$ cat src/rtl/npc_axi_arbiter.sv
// Two-master (IFU read-only, LSU read/write) to one AXI arbiter in front of the address crossbar.
// The accepted address is held on imd from issue until the last R beat / B handshake.

package npc_axi_pkg;
    typedef struct packed {
        logic        arvalid;
        logic [31:0] araddr;
        logic [7:0]  arlen;
        logic [2:0]  arsize;
        logic [1:0]  arburst;
        logic        rready;
    } axi_r_m2s_t;

    typedef struct packed {
        logic        arready;
        logic        rvalid;
        logic [31:0] rdata;
        logic        rlast;
    } axi_r_s2m_t;

    typedef struct packed {
        logic        awvalid;
        logic [31:0] awaddr;
        logic [7:0]  awlen;
        logic [2:0]  awsize;
        logic [1:0]  awburst;
        logic        wvalid;
        logic [31:0] wdata;
        logic [3:0]  wstrb;
        logic        wlast;
        logic        bready;
    } axi_w_m2s_t;

    typedef struct packed {
        logic awready;
        logic wready;
        logic bvalid;
    } axi_w_s2m_t;
endpackage

module npc_axi_arbiter
    import npc_axi_pkg::*;
#(
    parameter bit RR_EN    = 1'b1,
    parameter bit PRIO_RST = 1'b0
) (
    input  logic       clock,
    input  logic       reset,
    input  axi_r_m2s_t ifu_r_m2s,
    output axi_r_s2m_t ifu_r_s2m,
    input  axi_r_m2s_t lsu_r_m2s,
    output axi_r_s2m_t lsu_r_s2m,
    input  axi_w_m2s_t lsu_w_m2s,
    output axi_w_s2m_t lsu_w_s2m,
    output axi_r_m2s_t imd_r_m2s,
    input  axi_r_s2m_t imd_r_s2m,
    output axi_w_m2s_t imd_w_m2s,
    input  axi_w_s2m_t imd_w_s2m
);
    typedef enum logic [1:0] {R_IDLE, R_ADDR, R_DATA} r_state_t;
    typedef enum logic [1:0] {W_IDLE, W_ADDR, W_DATA, W_RESP} w_state_t;

    r_state_t    r_state, r_state_nxt;
    logic        r_owner, r_owner_nxt;   // 1 = LSU owns the read channel
    logic        prio, prio_nxt;         // 1 = LSU wins a tie
    logic        r_lat, grant_lsu, owner_rready;
    logic [31:0] r_addr;
    logic [7:0]  r_len;
    logic [2:0]  r_size;
    logic [1:0]  r_burst;

    w_state_t    w_state, w_state_nxt;
    logic        w_lat;
    logic [31:0] w_addr;
    logic [7:0]  w_len;
    logic [2:0]  w_size;
    logic [1:0]  w_burst;

    // ---------------- read path ----------------
    always_comb begin
        r_state_nxt  = r_state;
        r_owner_nxt  = r_owner;
        prio_nxt     = prio;
        r_lat        = 1'b0;
        ifu_r_s2m    = '0;
        lsu_r_s2m    = '0;
        imd_r_m2s    = '0;
        imd_r_m2s.araddr  = r_addr;
        imd_r_m2s.arlen   = r_len;
        imd_r_m2s.arsize  = r_size;
        imd_r_m2s.arburst = r_burst;
        ifu_r_s2m.rdata   = imd_r_s2m.rdata;
        ifu_r_s2m.rlast   = imd_r_s2m.rlast;
        lsu_r_s2m.rdata   = imd_r_s2m.rdata;
        lsu_r_s2m.rlast   = imd_r_s2m.rlast;
        owner_rready = r_owner ? lsu_r_m2s.rready : ifu_r_m2s.rready;

        if (ifu_r_m2s.arvalid && lsu_r_m2s.arvalid)
            grant_lsu = RR_EN ? prio : 1'b1;
        else
            grant_lsu = lsu_r_m2s.arvalid;

        case (r_state)
            R_IDLE: begin
                ifu_r_s2m.arready = ~reset & ifu_r_m2s.arvalid & ~grant_lsu;
                lsu_r_s2m.arready = ~reset & grant_lsu;
                if (~reset && (ifu_r_m2s.arvalid || lsu_r_m2s.arvalid)) begin
                    r_lat       = 1'b1;
                    r_owner_nxt = grant_lsu;
                    r_state_nxt = R_ADDR;
                end
            end
            R_ADDR: begin
                imd_r_m2s.arvalid = ~reset;
                if (imd_r_s2m.arready)
                    r_state_nxt = R_DATA;
            end
            R_DATA: begin
                imd_r_m2s.rready = ~reset & owner_rready;
                if (r_owner)
                    lsu_r_s2m.rvalid = ~reset & imd_r_s2m.rvalid;
                else
                    ifu_r_s2m.rvalid = ~reset & imd_r_s2m.rvalid;
                if (imd_r_s2m.rvalid && owner_rready && imd_r_s2m.rlast) begin
                    r_state_nxt = R_IDLE;
                    if (RR_EN)
                        prio_nxt = ~r_owner;
                end
            end
            default: r_state_nxt = R_IDLE;
        endcase
    end

    always_ff @(posedge clock) begin
        if (reset) begin
            r_state <= R_IDLE;
            r_owner <= 1'b0;
            prio    <= PRIO_RST;
            r_addr  <= '0;
            r_len   <= '0;
            r_size  <= '0;
            r_burst <= '0;
        end else begin
            r_state <= r_state_nxt;
            r_owner <= r_owner_nxt;
            prio    <= prio_nxt;
            if (r_lat) begin
                r_addr  <= r_owner_nxt ? lsu_r_m2s.araddr  : ifu_r_m2s.araddr;
                r_len   <= r_owner_nxt ? lsu_r_m2s.arlen   : ifu_r_m2s.arlen;
                r_size  <= r_owner_nxt ? lsu_r_m2s.arsize  : ifu_r_m2s.arsize;
                r_burst <= r_owner_nxt ? lsu_r_m2s.arburst : ifu_r_m2s.arburst;
            end
        end
    end

    // ---------------- write path (LSU only) ----------------
    always_comb begin
        w_state_nxt = w_state;
        w_lat       = 1'b0;
        lsu_w_s2m   = '0;
        imd_w_m2s   = '0;
        imd_w_m2s.awaddr  = w_addr;
        imd_w_m2s.awlen   = w_len;
        imd_w_m2s.awsize  = w_size;
        imd_w_m2s.awburst = w_burst;
        imd_w_m2s.wdata   = lsu_w_m2s.wdata;
        imd_w_m2s.wstrb   = lsu_w_m2s.wstrb;
        imd_w_m2s.wlast   = lsu_w_m2s.wlast;

        case (w_state)
            W_IDLE: begin
                lsu_w_s2m.awready = ~reset;
                if (~reset && lsu_w_m2s.awvalid) begin
                    w_lat       = 1'b1;
                    w_state_nxt = W_ADDR;
                end
            end
            W_ADDR: begin
                imd_w_m2s.awvalid = ~reset;
                if (imd_w_s2m.awready)
                    w_state_nxt = W_DATA;
            end
            W_DATA: begin
                imd_w_m2s.wvalid = ~reset & lsu_w_m2s.wvalid;
                lsu_w_s2m.wready = ~reset & imd_w_s2m.wready;
                if (lsu_w_m2s.wvalid && imd_w_s2m.wready && lsu_w_m2s.wlast)
                    w_state_nxt = W_RESP;
            end
            W_RESP: begin
                lsu_w_s2m.bvalid = ~reset & imd_w_s2m.bvalid;
                imd_w_m2s.bready = ~reset & lsu_w_m2s.bready;
                if (imd_w_s2m.bvalid && lsu_w_m2s.bready)
                    w_state_nxt = W_IDLE;
            end
            default: w_state_nxt = W_IDLE;
        endcase
    end

    always_ff @(posedge clock) begin
        if (reset) begin
            w_state <= W_IDLE;
            w_addr  <= '0;
            w_len   <= '0;
            w_size  <= '0;
            w_burst <= '0;
        end else begin
            w_state <= w_state_nxt;
            if (w_lat) begin
                w_addr  <= lsu_w_m2s.awaddr;
                w_len   <= lsu_w_m2s.awlen;
                w_size  <= lsu_w_m2s.awsize;
                w_burst <= lsu_w_m2s.awburst;
            end
        end
    end

endmodule
$ cat config.mk
export PLATFORM = sky130hd
export DESIGN_NAME = npc_axi_arbiter
export DESIGN_NICKNAME = d
export VERILOG_FILES = /design/src/rtl/npc_axi_arbiter.sv
export SDC_FILE = /design/constraint.sdc
export NUM_CORES = 1
export LEC_CHECK = 0
export CORE_AREA = 4 4 163 165
export CTS_BUF_LIST = sky130_fd_sc_hd__clkbuf_4 sky130_fd_sc_hd__clkbuf_8
export CTS_CLUSTER_SIZE = 14
export DETAILED_ROUTE_END_ITERATION = 8
export DIE_AREA = 0 0 167 169
export PLACE_DENSITY = 0.65
export SLEW_MARGIN = 10
export SYNTH_ARGS = -nofsm -noshare
export SYNTH_HDL_FRONTEND = slang
export SYNTH_SLANG_ARGS = --single-unit
export TNS_END_PERCENT = 1
$ cat constraint.sdc
create_clock -name clock -period 1.7 [get_ports clock]
set_clock_uncertainty 0.2 [all_clocks]
set_input_delay 0.34 -clock clock [delete_from_list [all_inputs] [get_ports clock]]
set_output_delay 0.34 -clock clock [all_outputs]
set_load 0.01 [all_outputs]
==> results <==
- The number of endpoints with negative hold slack in the final report is 0.
- The cell chosen for the clock root is sky130_fd_sc_hd__clkbuf_8.
- The CTS buffer count is 9.
- The half-perimeter wire length after detailed placement is 12600 um.
- The number of antenna diodes in the final layout is 0.
- The largest buffer count on any clock path is 2.
- In this run, placement finished with an instance count of 1001.
- Traced cell by cell, the critical path runs through nor3_4, buf_6, nand3_4, inv_4, buf_6.
- The first-pass detailed-route iteration total is 4.
- In this run, synthesis inferred 0 flip-flops with an integrated enable.
- The worst register-to-register path has a setup slack of -0.05 ns.
- Setup repair after global routing could not meet its margin everywhere.
- The number of hold buffers added after CTS was 0.
- After detailed routing, the total wire length is 16300 um.
- The DRC marker count from the first detailed-route iteration is 103.
- The type of the tightest min-delay check is reg -> reg.
- The final max-slew violation count is 0.
- The cell leakage power is 3.31 nW.
- The final worst slack is -0.222 ns.
- The total number of nets in the final design is 908.
- The I/O pin total is 424.
- The worst register-to-register path begins at r_state[1].
- The required time at the worst-slack endpoint is 1.16 ns.
- The via count of the first global-routing pass was 4110.
- The first-pass GRT wire length is 24300 um.
- Yosys mapped the design onto 31 distinct sky130hd cell types.
- The per-instance average area after synthesis is approximately 9.3 um2.
- The startpoint of the most critical hold path is r_len[6].
- On the worst path, the slowest cell contributes a delay of 0.38 ns.
- The share of post-route cells with drive strength above 1 is 13.9%.
- Among all stages on the critical path, the largest delay is contributed by sky130_fd_sc_hd__dfxtp_4.
- The number of sinks driven by the clock tree is 96.
- The residual antenna-violating net count after detailed routing is 0.
- Routability-driven placement finished with a final weighted congestion of 0.756.
- The cell count along the critical path is 5.
- The top fanout value on the critical path is 3.
- The worst setup path is captured at a primary output.
- The checks that failed: setup timing.
- For the worst-skew pair, the clock arrives at the later sink with an insertion delay of 0.38 ns.
- The run finished, with violations left.
- The number of core rows is 58.
- The pin slew with the least headroom to its limit is 0.419 ns.
- The number of port buffers is approximately 260.
- Setup violations remaining at the end of the flow were counted as 50.
- The worst hold path terminates at r_len[6].
- The area growth from synthesis to layout is 54.5%.
- The worst reg2reg path depth is 7.
- Entering global routing, the biggest net connects 47 pins.
- The cell depth of the worst hold path is 1.
- The portion of the post-synthesis area used by sequential elements is 40.5%.
- The final non-filler cell total is 1019.
- The number of antenna violations at the first check in global routing is 0.
- The x dimension of the die is 167 um.
- The power density of the placed cells is 894 mW/mm2.
- After synthesis the cells add up to approximately 0.0047 mm2.
- The buffers plus inverters on the worst setup path is 3.
- In the synthesized netlist the async set-or-reset flop fraction comes to 0%.
- Synthesis produced a netlist with a net count of approximately 740.
- Max-cap violations in this run came to 0.
- The worst setup path is launched from a flip-flop.
- The count of vias placed by the detailed router is between 4k and 5k.
- The H-tree generated during clock tree synthesis spans 3 levels.
- The initial utilization of the core area, before any placement, comes to 18.9%.
- The clock tree from TritonCTS is done.
- The largest delay contributor family on the critical path is flip-flops.
- Summed over all layers, the global routing overflow is 0.
- The type of the worst setup path is reg -> out.
- The cell that appears most often on the critical path is sky130_fd_sc_hd__buf_6.
- The count of mapped cells out of synthesis is 512.
- The die footprint is between 0.02 and 0.03 mm2.
- During synthesis, Yosys emitted a total of 0 warnings.
- VDD sags by at most 355 uV.
- The mean number of vias per cell is 3.97.
- The area of all placed cells without fillers is 0.00732 mm2.
- For this run, the total global-route usage over all layers was measured as between 10 and 15%.
- The peak clock frequency supported by timing is 520 MHz.
- Measured against its own limit, the worst slew margin works out to 71.7%.
- Clock-pin slew was measured on the worst setup and hold paths at 0.10 ns.
- In the finished design, the share of the clock period the worst path needs comes to 113%.
- Prior to clock tree synthesis, the placed netlist has a worst setup slack of -0.701 ns.
- The die is 169 um tall.
- The area of the placeable core is 0.0250 mm2.
- The cell area after placement is 0.00712 mm2.
- The synthesized design contains 96 register bits.
- For the worst setup path, the data arrival time is 1.38 ns.
- For this run, design rule violations remaining after detail routing come to 0.
- For the finished layout, the period the worst path requires is 1.92 ns.
- The predominant post-synthesis flop cell is sky130_fd_sc_hd__dfxtp_1.
- The wire length per cell after detailed routing is 16.0 um.
- The critical register-to-register path endpoint is r_addr[24].
-- worst register-to-register path, stage by stage (launching register included) --
cell and delay [ns]:
sky130_fd_sc_hd__dfxtp_4 0.38, sky130_fd_sc_hd__nor3_4 0.18, sky130_fd_sc_hd__buf_6 0.15, sky130_fd_sc_hd__nand3_4 0.08, sky130_fd_sc_hd__buf_4 0.16, sky130_fd_sc_hd__buf_12 0.20, sky130_fd_sc_hd__mux2i_1 0.22, sky130_fd_sc_hd__o2bb2ai_1 0.08
-- repair_timing --
action                                 CTS  global route
endpoints found under the hold margin    0             0
buffers inserted                         1             1
resized for setup                      173            16
setup endpoints to repair              196           104
pin swaps                                6             3
-- logic make-up after synthesis --
kind of cell    Yosys count  share of synthesized area (%)
flops                    96                           40.5
buf+inv                 139                           20.2
fa+ha+maj                 5                           1.32
mux                      46                           9.71
simple gates            124                           13.6
compound gates          102                           14.6
-- area by class of cell --
cell class	count	area [um2]
multi-input combinational	277	1990
timing repair buffer	295	2770
tap	330	413
inverter	5	26.3
sequential	96	1940
clock inverter	7	62.6
fill	2696	17700
clock buffer	9	124
-- metal layers --
layer  track usage [%]  up-vias  share of wire (%)
li1                  -     1976                  -
met1              12.1     1857                 39
met2              18.1      155                 48
met3              4.69       60                8.5
met4              5.87        0                4.7
met5                 0        -                  0
-- power by group --
| part | internal (mW) | switching [mW] |
|---|---|---|
| clock network | 0.568 | 0.946 |
| registers | 2.64 | 0.214 |
| logic | 1.18 | 0.998 |
| total | 4.38 | 2.16 |
-- registers in the layout, summed over array words and instances, names as in the netlist --
name and flops:
r_state 2, w_burst 2, prio 1, r_size 3
r_addr 32, w_state 2, w_len 8, r_owner 1
w_size 3, r_burst 2, r_len 8, w_addr 32
-- synth_stat cells, types with 5 or more instances --
master,n,area (um2)
sky130_fd_sc_hd__nor2_1,5,18.8
sky130_fd_sc_hd__dfxtp_1,96,1920
sky130_fd_sc_hd__buf_4,103,773
sky130_fd_sc_hd__nand2_1,51,191
sky130_fd_sc_hd__nand2b_1,47,294
sky130_fd_sc_hd__o21ai_0,44,220
sky130_fd_sc_hd__mux2i_1,46,460
sky130_fd_sc_hd__o2bb2ai_1,45,394
sky130_fd_sc_hd__clkbuf_1,13,48.8
sky130_fd_sc_hd__ha_1,5,62.6
sky130_fd_sc_hd__buf_2,10,50.1
sky130_fd_sc_hd__inv_1,5,18.8
-- worst max-delay path by stage --
stage	from	endpoint
2_1_floorplan	reset	lsu_w_s2m[0]
3_3_place_gp	lsu_r_m2s[46]	lsu_r_s2m[34]
3_5_place_dp	ifu_r_m2s[46]	r_addr[24]
4_1_cts	r_state[1]	lsu_r_s2m[34]
5_1_grt	r_state[1]	lsu_r_s2m[34]
6_report	r_state[1]	lsu_r_s2m[34]
-- cell usage in the layout (no fill, tap or decap), types with 2 or more instances in the layout --
master                              n
sky130_fd_sc_hd__buf_12             4
sky130_fd_sc_hd__o21ai_1            4
sky130_fd_sc_hd__nand2b_1          46
sky130_fd_sc_hd__nor2_1             4
sky130_fd_sc_hd__a211oi_1           2
sky130_fd_sc_hd__nand2_1           50
sky130_fd_sc_hd__clkbuf_8           9
sky130_fd_sc_hd__inv_4              3
sky130_fd_sc_hd__dlygate4sd2_1     94
sky130_fd_sc_hd__clkinv_4           2
sky130_fd_sc_hd__inv_8              2
sky130_fd_sc_hd__dfxtp_4            4
sky130_fd_sc_hd__clkdlybuf4s15_1    2
sky130_fd_sc_hd__dfxtp_1           91
sky130_fd_sc_hd__o21ai_0           43
sky130_fd_sc_hd__nor3_4             2
sky130_fd_sc_hd__o2bb2ai_1         45
sky130_fd_sc_hd__and3b_1            4
sky130_fd_sc_hd__buf_4             35
sky130_fd_sc_hd__mux2i_1           45
sky130_fd_sc_hd__buf_6              6
sky130_fd_sc_hd__and3_1             3
sky130_fd_sc_hd__buf_2              6
sky130_fd_sc_hd__nor2_4             2
sky130_fd_sc_hd__clkdlybuf4s50_1  147
sky130_fd_sc_hd__ha_2               3
sky130_fd_sc_hd__inv_6              2
sky130_fd_sc_hd__a21oi_1            4
-- metrics by stage --
stage | setup TNS, ns | total power [mW] | utilization [%] | hold WS (ns)
5_1_grt | -7.89 | 7.02 | 29.2 | 0.263
3_5_place_dp | -47.68 | 5.26 | 28.4 | 0.246
2_1_floorplan | -0.152 | 4.01 | - | 0.249
4_1_cts | -4.95 | 6.66 | 29.0 | 0.266
3_3_place_gp | -46.36 | 5.24 | 28.4 | 0.244
6_report | -2.89 | 6.54 | 29.2 | 0.265
Power figures use the tool's default switching activity.
